## src/rtl/wf_rx_frame_filter_if.sv

```systemverilog
// Byte-stream bundle between the Manchester receiver, the frame filter and the UART
// transmit side: decoded receive bytes in, committed payload bytes out.
interface wf_rx_frame_filter_if;
    logic       cardet;
    logic [7:0] rx_data;
    logic       rx_valid;
    logic       rx_error;
    logic [7:0] out_data;
    logic       out_valid;
    logic       out_ready;

    modport master (
        output cardet, rx_data, rx_valid, rx_error, out_ready,
        input  out_data, out_valid
    );

    modport slave (
        input  cardet, rx_data, rx_valid, rx_error, out_ready,
        output out_data, out_valid
    );
endinterface

```

## src/rtl/wf_rx_frame_filter.sv

```systemverilog
// WimpFi receive frame filter: address/type parsing, CRC-8 check and a commit/rollback
// payload FIFO so only fully accepted frames reach the UART side.
module wf_rx_frame_filter #(
    parameter logic [7:0] MAC_ADDR       = 8'h42,
    parameter logic [7:0] BROADCAST_ADDR = 8'h2A,
    parameter int          DEPTH          = 16
) (
    input  logic                  clk,
    input  logic                  rst,
    wf_rx_frame_filter_if.slave   bus,
    output logic                  frame_ok,
    output logic                  crc_err,
    output logic [7:0]            rx_src,
    output logic [7:0]            rerrcnt
);
    localparam int AW = $clog2(DEPTH);
    localparam int PW = AW + 1;

    typedef enum logic [2:0] {IDLE, DEST, SRC, TYPE, PAYLOAD, SKIP, END} state_t;

    state_t          state_reg;
    logic [PW-1:0]   wr_ptr_reg;
    logic [PW-1:0]   commit_ptr_reg;
    logic [PW-1:0]   rd_ptr_reg;
    logic [PW-1:0]   rd_ptr_next;
    logic [7:0]      crc_reg;
    logic [7:0]      crc_prev_reg;
    logic [7:0]      src_reg;
    logic [7:0]      last_byte_reg;
    logic [7:0]      rx_src_reg;
    logic [7:0]      rerrcnt_reg;
    logic [7:0]      out_data_reg;
    logic            crc_mode_reg;
    logic            reached_payload_reg;
    logic            frame_ok_reg;
    logic            crc_err_reg;

    logic [7:0]      mem [DEPTH];

    logic            pop;
    logic            full;
    logic            wr_en;
    logic [7:0]      crc_next;
    state_t          adv_state;

    // Bit-serial CRC-8 (poly 0x07) unrolled over one byte, LSB first.
    function automatic logic [7:0] crc8_byte(input logic [7:0] crc_in, input logic [7:0] data);
        logic [7:0] c;
        c = crc_in;
        for (int i = 0; i < 8; i++) begin
            c = {c[6:0], 1'b0} ^ ((c[7] ^ data[i]) ? 8'h07 : 8'h00);
        end
        return c;
    endfunction

    function automatic logic [7:0] sat_inc(input logic [7:0] v);
        return (v == 8'hFF) ? v : v + 8'd1;
    endfunction

    assign bus.out_valid = (rd_ptr_reg != commit_ptr_reg);
    assign bus.out_data  = out_data_reg;
    assign frame_ok      = frame_ok_reg;
    assign crc_err       = crc_err_reg;
    assign rx_src        = rx_src_reg;
    assign rerrcnt       = rerrcnt_reg;

    assign pop         = bus.out_valid && bus.out_ready;
    assign rd_ptr_next = pop ? rd_ptr_reg + PW'(1) : rd_ptr_reg;
    assign full        = (wr_ptr_reg - rd_ptr_reg) == PW'(DEPTH);
    assign wr_en       = (state_reg == PAYLOAD) && bus.rx_valid && !bus.rx_error && !full;
    assign crc_next    = crc8_byte(crc_reg, bus.rx_data);

    // Where the parser would go after consuming the current byte (SKIP on reject/overflow).
    always_comb begin
        adv_state = state_reg;
        if (bus.rx_valid) begin
            case (state_reg)
                DEST:    adv_state = (bus.rx_data == MAC_ADDR || bus.rx_data == BROADCAST_ADDR) ? SRC : SKIP;
                SRC:     adv_state = TYPE;
                TYPE:    adv_state = (bus.rx_data == 8'h30 || bus.rx_data == 8'h31) ? PAYLOAD : SKIP;
                PAYLOAD: adv_state = full ? SKIP : PAYLOAD;
                default: adv_state = state_reg;
            endcase
        end
    end

    always_ff @(posedge clk or negedge rst) begin
        if (!rst) begin
            state_reg           <= IDLE;
            wr_ptr_reg          <= '0;
            commit_ptr_reg      <= '0;
            rd_ptr_reg          <= '0;
            crc_reg             <= 8'h00;
            crc_prev_reg        <= 8'h00;
            src_reg             <= 8'h00;
            last_byte_reg       <= 8'h00;
            rx_src_reg          <= 8'h00;
            rerrcnt_reg         <= 8'h00;
            crc_mode_reg        <= 1'b0;
            reached_payload_reg <= 1'b0;
            frame_ok_reg        <= 1'b0;
            crc_err_reg         <= 1'b0;
        end else begin
            frame_ok_reg <= 1'b0;
            crc_err_reg  <= 1'b0;
            rd_ptr_reg   <= rd_ptr_next;
            case (state_reg)
                IDLE: begin
                    wr_ptr_reg <= commit_ptr_reg;
                    if (bus.cardet) begin
                        state_reg           <= DEST;
                        crc_reg             <= 8'h00;
                        crc_prev_reg        <= 8'h00;
                        crc_mode_reg        <= 1'b0;
                        reached_payload_reg <= 1'b0;
                    end
                end
                DEST, SRC, TYPE, PAYLOAD: begin
                    if (bus.rx_error) begin
                        wr_ptr_reg  <= commit_ptr_reg;
                        rerrcnt_reg <= sat_inc(rerrcnt_reg);
                        state_reg   <= SKIP;
                    end else begin
                        if (bus.rx_valid) begin
                            crc_prev_reg <= crc_reg;
                            crc_reg      <= crc_next;
                        end
                        if (bus.rx_valid && state_reg == SRC)
                            src_reg <= bus.rx_data;
                        if (bus.rx_valid && state_reg == TYPE)
                            crc_mode_reg <= bus.rx_data[0];
                        if (wr_en) begin
                            wr_ptr_reg    <= wr_ptr_reg + PW'(1);
                            last_byte_reg <= bus.rx_data;
                        end
                        if (adv_state == SKIP) begin
                            wr_ptr_reg <= commit_ptr_reg;
                            state_reg  <= SKIP;
                        end else if (!bus.cardet) begin
                            reached_payload_reg <= (adv_state == PAYLOAD);
                            state_reg           <= END;
                        end else begin
                            state_reg <= adv_state;
                        end
                    end
                end
                SKIP: begin
                    if (!bus.cardet)
                        state_reg <= IDLE;
                end
                END: begin
                    state_reg <= IDLE;
                    if (!reached_payload_reg) begin
                        wr_ptr_reg <= commit_ptr_reg;
                    end else if (!crc_mode_reg) begin
                        commit_ptr_reg <= wr_ptr_reg;
                        frame_ok_reg   <= 1'b1;
                        rx_src_reg     <= src_reg;
                    end else if (wr_ptr_reg != commit_ptr_reg && last_byte_reg == crc_prev_reg) begin
                        // The trailing CRC byte stays behind the commit point and is overwritten later.
                        commit_ptr_reg <= wr_ptr_reg - PW'(1);
                        frame_ok_reg   <= 1'b1;
                        rx_src_reg     <= src_reg;
                    end else begin
                        wr_ptr_reg  <= commit_ptr_reg;
                        crc_err_reg <= 1'b1;
                        rerrcnt_reg <= sat_inc(rerrcnt_reg);
                    end
                end
                default: state_reg <= IDLE;
            endcase
        end
    end

    always_ff @(posedge clk) begin
        if (wr_en)
            mem[wr_ptr_reg[AW-1:0]] <= bus.rx_data;
    end

    // Head byte is re-read every cycle, so a freshly written slot is current before it commits.
    always_ff @(posedge clk or negedge rst) begin
        if (!rst)
            out_data_reg <= 8'h00;
        else
            out_data_reg <= mem[rd_ptr_next[AW-1:0]];
    end
endmodule

```

## src/flat_wrapper.sv

```systemverilog
// flat-port wrapper written by rule: the top's interface ports become plain ports
module wf_rx_frame_filter_flat 
#(
    parameter logic [7:0] MAC_ADDR       = 8'h42,
    parameter logic [7:0] BROADCAST_ADDR = 8'h2A,
    parameter int          DEPTH          = 16
)
  (clk, rst, frame_ok, crc_err, rx_src, rerrcnt, bus_cardet, bus_rx_data, bus_rx_valid, bus_rx_error, bus_out_ready, bus_out_data, bus_out_valid);
  wf_rx_frame_filter_if bus_i ();
  input  logic clk;
  input  logic rst;
  output logic frame_ok;
  output logic crc_err;
  output logic [7:0] rx_src;
  output logic [7:0] rerrcnt;
  input wire logic [$bits(bus_i.cardet)-1:0] bus_cardet;
  input wire logic [$bits(bus_i.rx_data)-1:0] bus_rx_data;
  input wire logic [$bits(bus_i.rx_valid)-1:0] bus_rx_valid;
  input wire logic [$bits(bus_i.rx_error)-1:0] bus_rx_error;
  input wire logic [$bits(bus_i.out_ready)-1:0] bus_out_ready;
  output wire logic [$bits(bus_i.out_data)-1:0] bus_out_data;
  output wire logic [$bits(bus_i.out_valid)-1:0] bus_out_valid;
  assign bus_i.cardet = bus_cardet;
  assign bus_i.rx_data = bus_rx_data;
  assign bus_i.rx_valid = bus_rx_valid;
  assign bus_i.rx_error = bus_rx_error;
  assign bus_i.out_ready = bus_out_ready;
  assign bus_out_data = bus_i.out_data;
  assign bus_out_valid = bus_i.out_valid;
  wf_rx_frame_filter #(.MAC_ADDR(MAC_ADDR), .BROADCAST_ADDR(BROADCAST_ADDR), .DEPTH(DEPTH)) u_core (.clk(clk), .rst(rst), .bus(bus_i), .frame_ok(frame_ok), .crc_err(crc_err), .rx_src(rx_src), .rerrcnt(rerrcnt));
endmodule
```

## config.mk

```make
export PLATFORM = sky130hd
export DESIGN_NAME = wf_rx_frame_filter_flat
export DESIGN_NICKNAME = d
export VERILOG_FILES = /design/src/rtl/wf_rx_frame_filter_if.sv /design/src/rtl/wf_rx_frame_filter.sv /design/src/flat_wrapper.sv
export SDC_FILE = /design/constraint.sdc
export NUM_CORES = 1
export LEC_CHECK = 0
export CORE_MARGIN = 5
export CORE_UTILIZATION = 46
export CTS_CLUSTER_DIAMETER = 30
export DETAILED_ROUTE_END_ITERATION = 10
export SLEW_MARGIN = 40
export SYNTH_ARGS = -nofsm -noshare
export SYNTH_HDL_FRONTEND = slang
export SYNTH_SLANG_ARGS = --single-unit
```

## constraint.sdc

```tcl
create_clock -name clk -period 3.6 [get_ports clk]
set_input_delay 0.9 -clock clk [delete_from_list [all_inputs] [get_ports clk]]
set_output_delay 0.9 -clock clk [all_outputs]
set_load 0.01 [all_outputs]
```

==> metrics.md <==
| Metric | Value |
|---|---|
| CTS buffer count | `45` |
| Routability cong. | `0.795` |
| Post-synthesis xor/xnor area fraction | `0.0583` |
| Max stage delay on crit path | `0.51 ns` |
| Setup Crit Path Kind | `reg -> reg` |
| CTS Hold Bufs | `0` |
| Vias in the first global route | `5,630` |
| WL/cell | `21.2 microns` |
| First DRT Iteration DRCs | `351` |
| Met3 wire length | `1.05 mm` |
| WL met2 | `10.7 mm` |
| Final cell count without fillers | `987` |
| Setup TNS Final | `0 ns` |
| Routed met1 length | `8.82 mm` |
| Post-CTS repair timing setup buffer count | `0` |
| Synthesized area per cell | `15.4 sq um` |
| Tmin final | `3.02 ns` |
| Area contributors post-synth | `edfxtp_1, dfrtp_1, mux4_1, mux4_2, xnor2_1` |
| Sequential area share after synthesis | `0.645` |
| Die Width | `150 microns` |
| Sw frac | `0.317` |
| Final Core Density | `0.592` |
| Syn_nets | `608` |
| Slew margin rel. | `0.512` |
| Crit. End Element | `flop` |
| Achievable Freq | `0.331 GHz` |
| Slew Viols, Final | `0` |
| Inst Count DP | `904` |
| CTS clk-pin slew, worst paths | `0.05 ns` |
| Antenna diodes | `0` |
| CP startpoint kind | `flop` |
| Commonest cells after routing, fill and taps aside | `edfxtp_1, dfrtp_1, nand2_1` |
| Largest net degree at the start of global routing | `36` |
| Remaining DRCs | `0` |
| NetSw | `3.29 mW` |
| VDD IR-drop max | `0.507 mV` |
| Synth area leader | `edfxtp_1` |
| Cell repeated most along the worst path | `mux4_1` |
| Post-Route WL | `21.0 mm` |
| Core area | `19,300 sq um` |
| Vert. Die Dim | `150 microns` |
| Status | `finished clean` |
| Top cell type's share of synthesized area | `0.427` |
| RSZ-0062 raised after global routing | `no` |
| Pwr per Cell Area | `908 nW/um^2` |
| # IOs | `41` |
| Final HPWL DP | `13.3 mm` |
| Critical Path Start | `u_core.commit_ptr_reg[0]` |
| Vias per cell | `5.44` |
| Clock Latency Late Sink | `0.53 ns` |
| Pre-antenna DRT Iters | `5` |
| Routed vias | `5,372` |
| Endpoints failing setup | `0` |
| Combinational share of power | `0.301` |
| Layout cells sized above 1 | `0.247` |
| P_int | `7.10 mW` |
| Max reg flops | `128` |
| Worst path cell trace | `xor2_1 > nor3_2 > nand3_2 > and3_2 > xnor2_2 > buf_12 > mux4_1 > mux4_1` |
| Rows | `51` |
| Hold Vio Cnt, Final | `0` |
| Worst r2r src | `u_core.commit_ptr_reg[0]` |
| CTS tree | `built` |
| Initial Utilization | `0.465` |
| Yosys warnings | `0` |
| # resized after CTS | `0` |
| Footprint of the multi-input gates | `3020 sq um` |
| Worst min-delay path class | `in -> async` |
| Synth async-reset ratio | `0.379` |
| Post-Syn Area | `8990 sq um` |
| Fin crit share | `0.839` |
| Worst Tran Pin Value | `0.726 ns` |
| Part of the power in registers | `0.321` |
| Post-Synth Simple-Gate Area | `0.0700` |
| Top Metal Used | `met4` |
| First-pass GRT wire length | `32.9 mm` |
| Fill cell count | `1,490` |
| Clock Power Share | `0.378` |
| Number of max-cap violations | `0` |
| Die ar. | `22,400 sq um` |
| Slowest cell on crit path | `mux4_1` |
| Largest family of logic cells by synthesized area | `multiplexers` |
| Critical path required time | `3.99 ns` |
| Post-synthesis compound-gate area fraction | `0.0449` |
| CTS Sinks | `206` |
| Post-synthesis mux area share | `0.145` |
| Adder-Cell Fraction of Synth Area | `0.0153` |
| Synthesized flop and latch total | `206` |
| Main synth FF type | `edfxtp_1` |
| Critical Path AT | `3.41 ns` |
| Number of flops mapped to enable cells by yosys | `128` |
| All-layer global routing usage | `0.195` |
| Post-route ant nets | `0` |
| Synthesis-to-finish area growth | `27.3%` |
| Post-synthesis cell count | `583` |
| Initial antenna violation count | `0` |
| CTS root buf | `clkbuf_16` |
| Commonest non-fill, non-tap cell in the layout | `edfxtp_1` |
| Layout Nets | `711` |
| Max clock buf depth | `3` |
| Buffers on Ports | `40` |
| H-tree Lvls | `2` |
| Overflow after GRT | `0` |
| CP max FO | `26` |
| Storage cell area | `5800 sq um` |
| Unique cell type count in the Yosys netlist | `55` |
| Max Clock Skew | `0.0203 ns` |
| Leakage power | `4.45 nW` |
## per-layer routing
metal,track usage,vias up
met5,0,-
met4,0.0654,0
met3,0.0466,35
met2,0.329,161
met1,0.250,2742
li1,-,2434
## cell usage after synthesis (all sizes together), types with 4 or more instances
library cell / count
edfxtp: 128
dfrtp: 78
nand2: 48
mux4: 40
xnor2: 35
nor2: 28
mux2: 26
nand3: 24
xor2: 24
clkbuf: 19
inv: 18
a21oi: 16
o21ai: 15
ha: 11
buf: 7
nor3: 6
a2bb2oi: 5
o22ai: 5
a31oi: 4
and2: 4
and3: 4
nand4: 4
nor4: 4
## cell families after synthesis
logic type,Yosys count
flops,206
xor+xnor,59
compound gates,62
simple gates,132
fa+ha+maj,11
buf+inv,44
mux,69
## final cells by class
class                           instances  share of cell area
Clock buffer                           47              0.0999
Inverter                               18             0.00590
Sequential cell                       206               0.506
Timing Repair Buffer                   82              0.0645
Multi-Input combinational cell        333               0.264
Clock inverter                         36              0.0302
Tap cell                              265              0.0290
## worst max-delay path, delay by kind of cell (launching register included)
family        cells  cell delay [ns]
mux               2             0.84
xor+xnor          2             0.63
buf+inv           1             0.27
flops             1             0.45
simple gates      3             0.67
## power by group through the flow
stage               Combinational [mW]  Clock [mW]  Sequential [mW]
floorplan                         2.35           0             3.21
global placement                  3.09           0             3.35
detailed placement                3.17           0             3.36
CTS                               3.18        4.00             3.33
global route                      3.42        4.13             3.39
finish                            3.13        3.93             3.34
## metrics by stage
stage / hold slack (ns) / area (sq um) / power, mW / worst slack, ns
5_1_grt: 0.395 / 11400 / 10.9 / 0.424
4_1_cts: 0.375 / 11400 / 10.5 / 0.560
2_1_floorplan: 0.459 / 8990 / 5.56 / 0.213
3_5_place_dp: 0.477 / 9960 / 6.53 / 0.170
6_report: 0.367 / 11400 / 10.4 / 0.578
3_3_place_gp: 0.471 / 9960 / 6.44 / 0.221
## worst paths after layout
kind                                             to  slack [ns]  depth (start not counted)
setup reg to reg             u_core.bus.out_data[2]        0.58                          8
min in group clk             u_core.crc_prev_reg[4]        0.48                          2
max in group asynchronous          u_core.rx_src[4]        2.51                          2
setup / recovery             u_core.bus.out_data[2]        0.58                          8
hold / removal             u_core.commit_ptr_reg[3]        0.37                          1
hold reg to reg              u_core.crc_prev_reg[4]        0.48                          2
(Power assumes the default switching activity.)
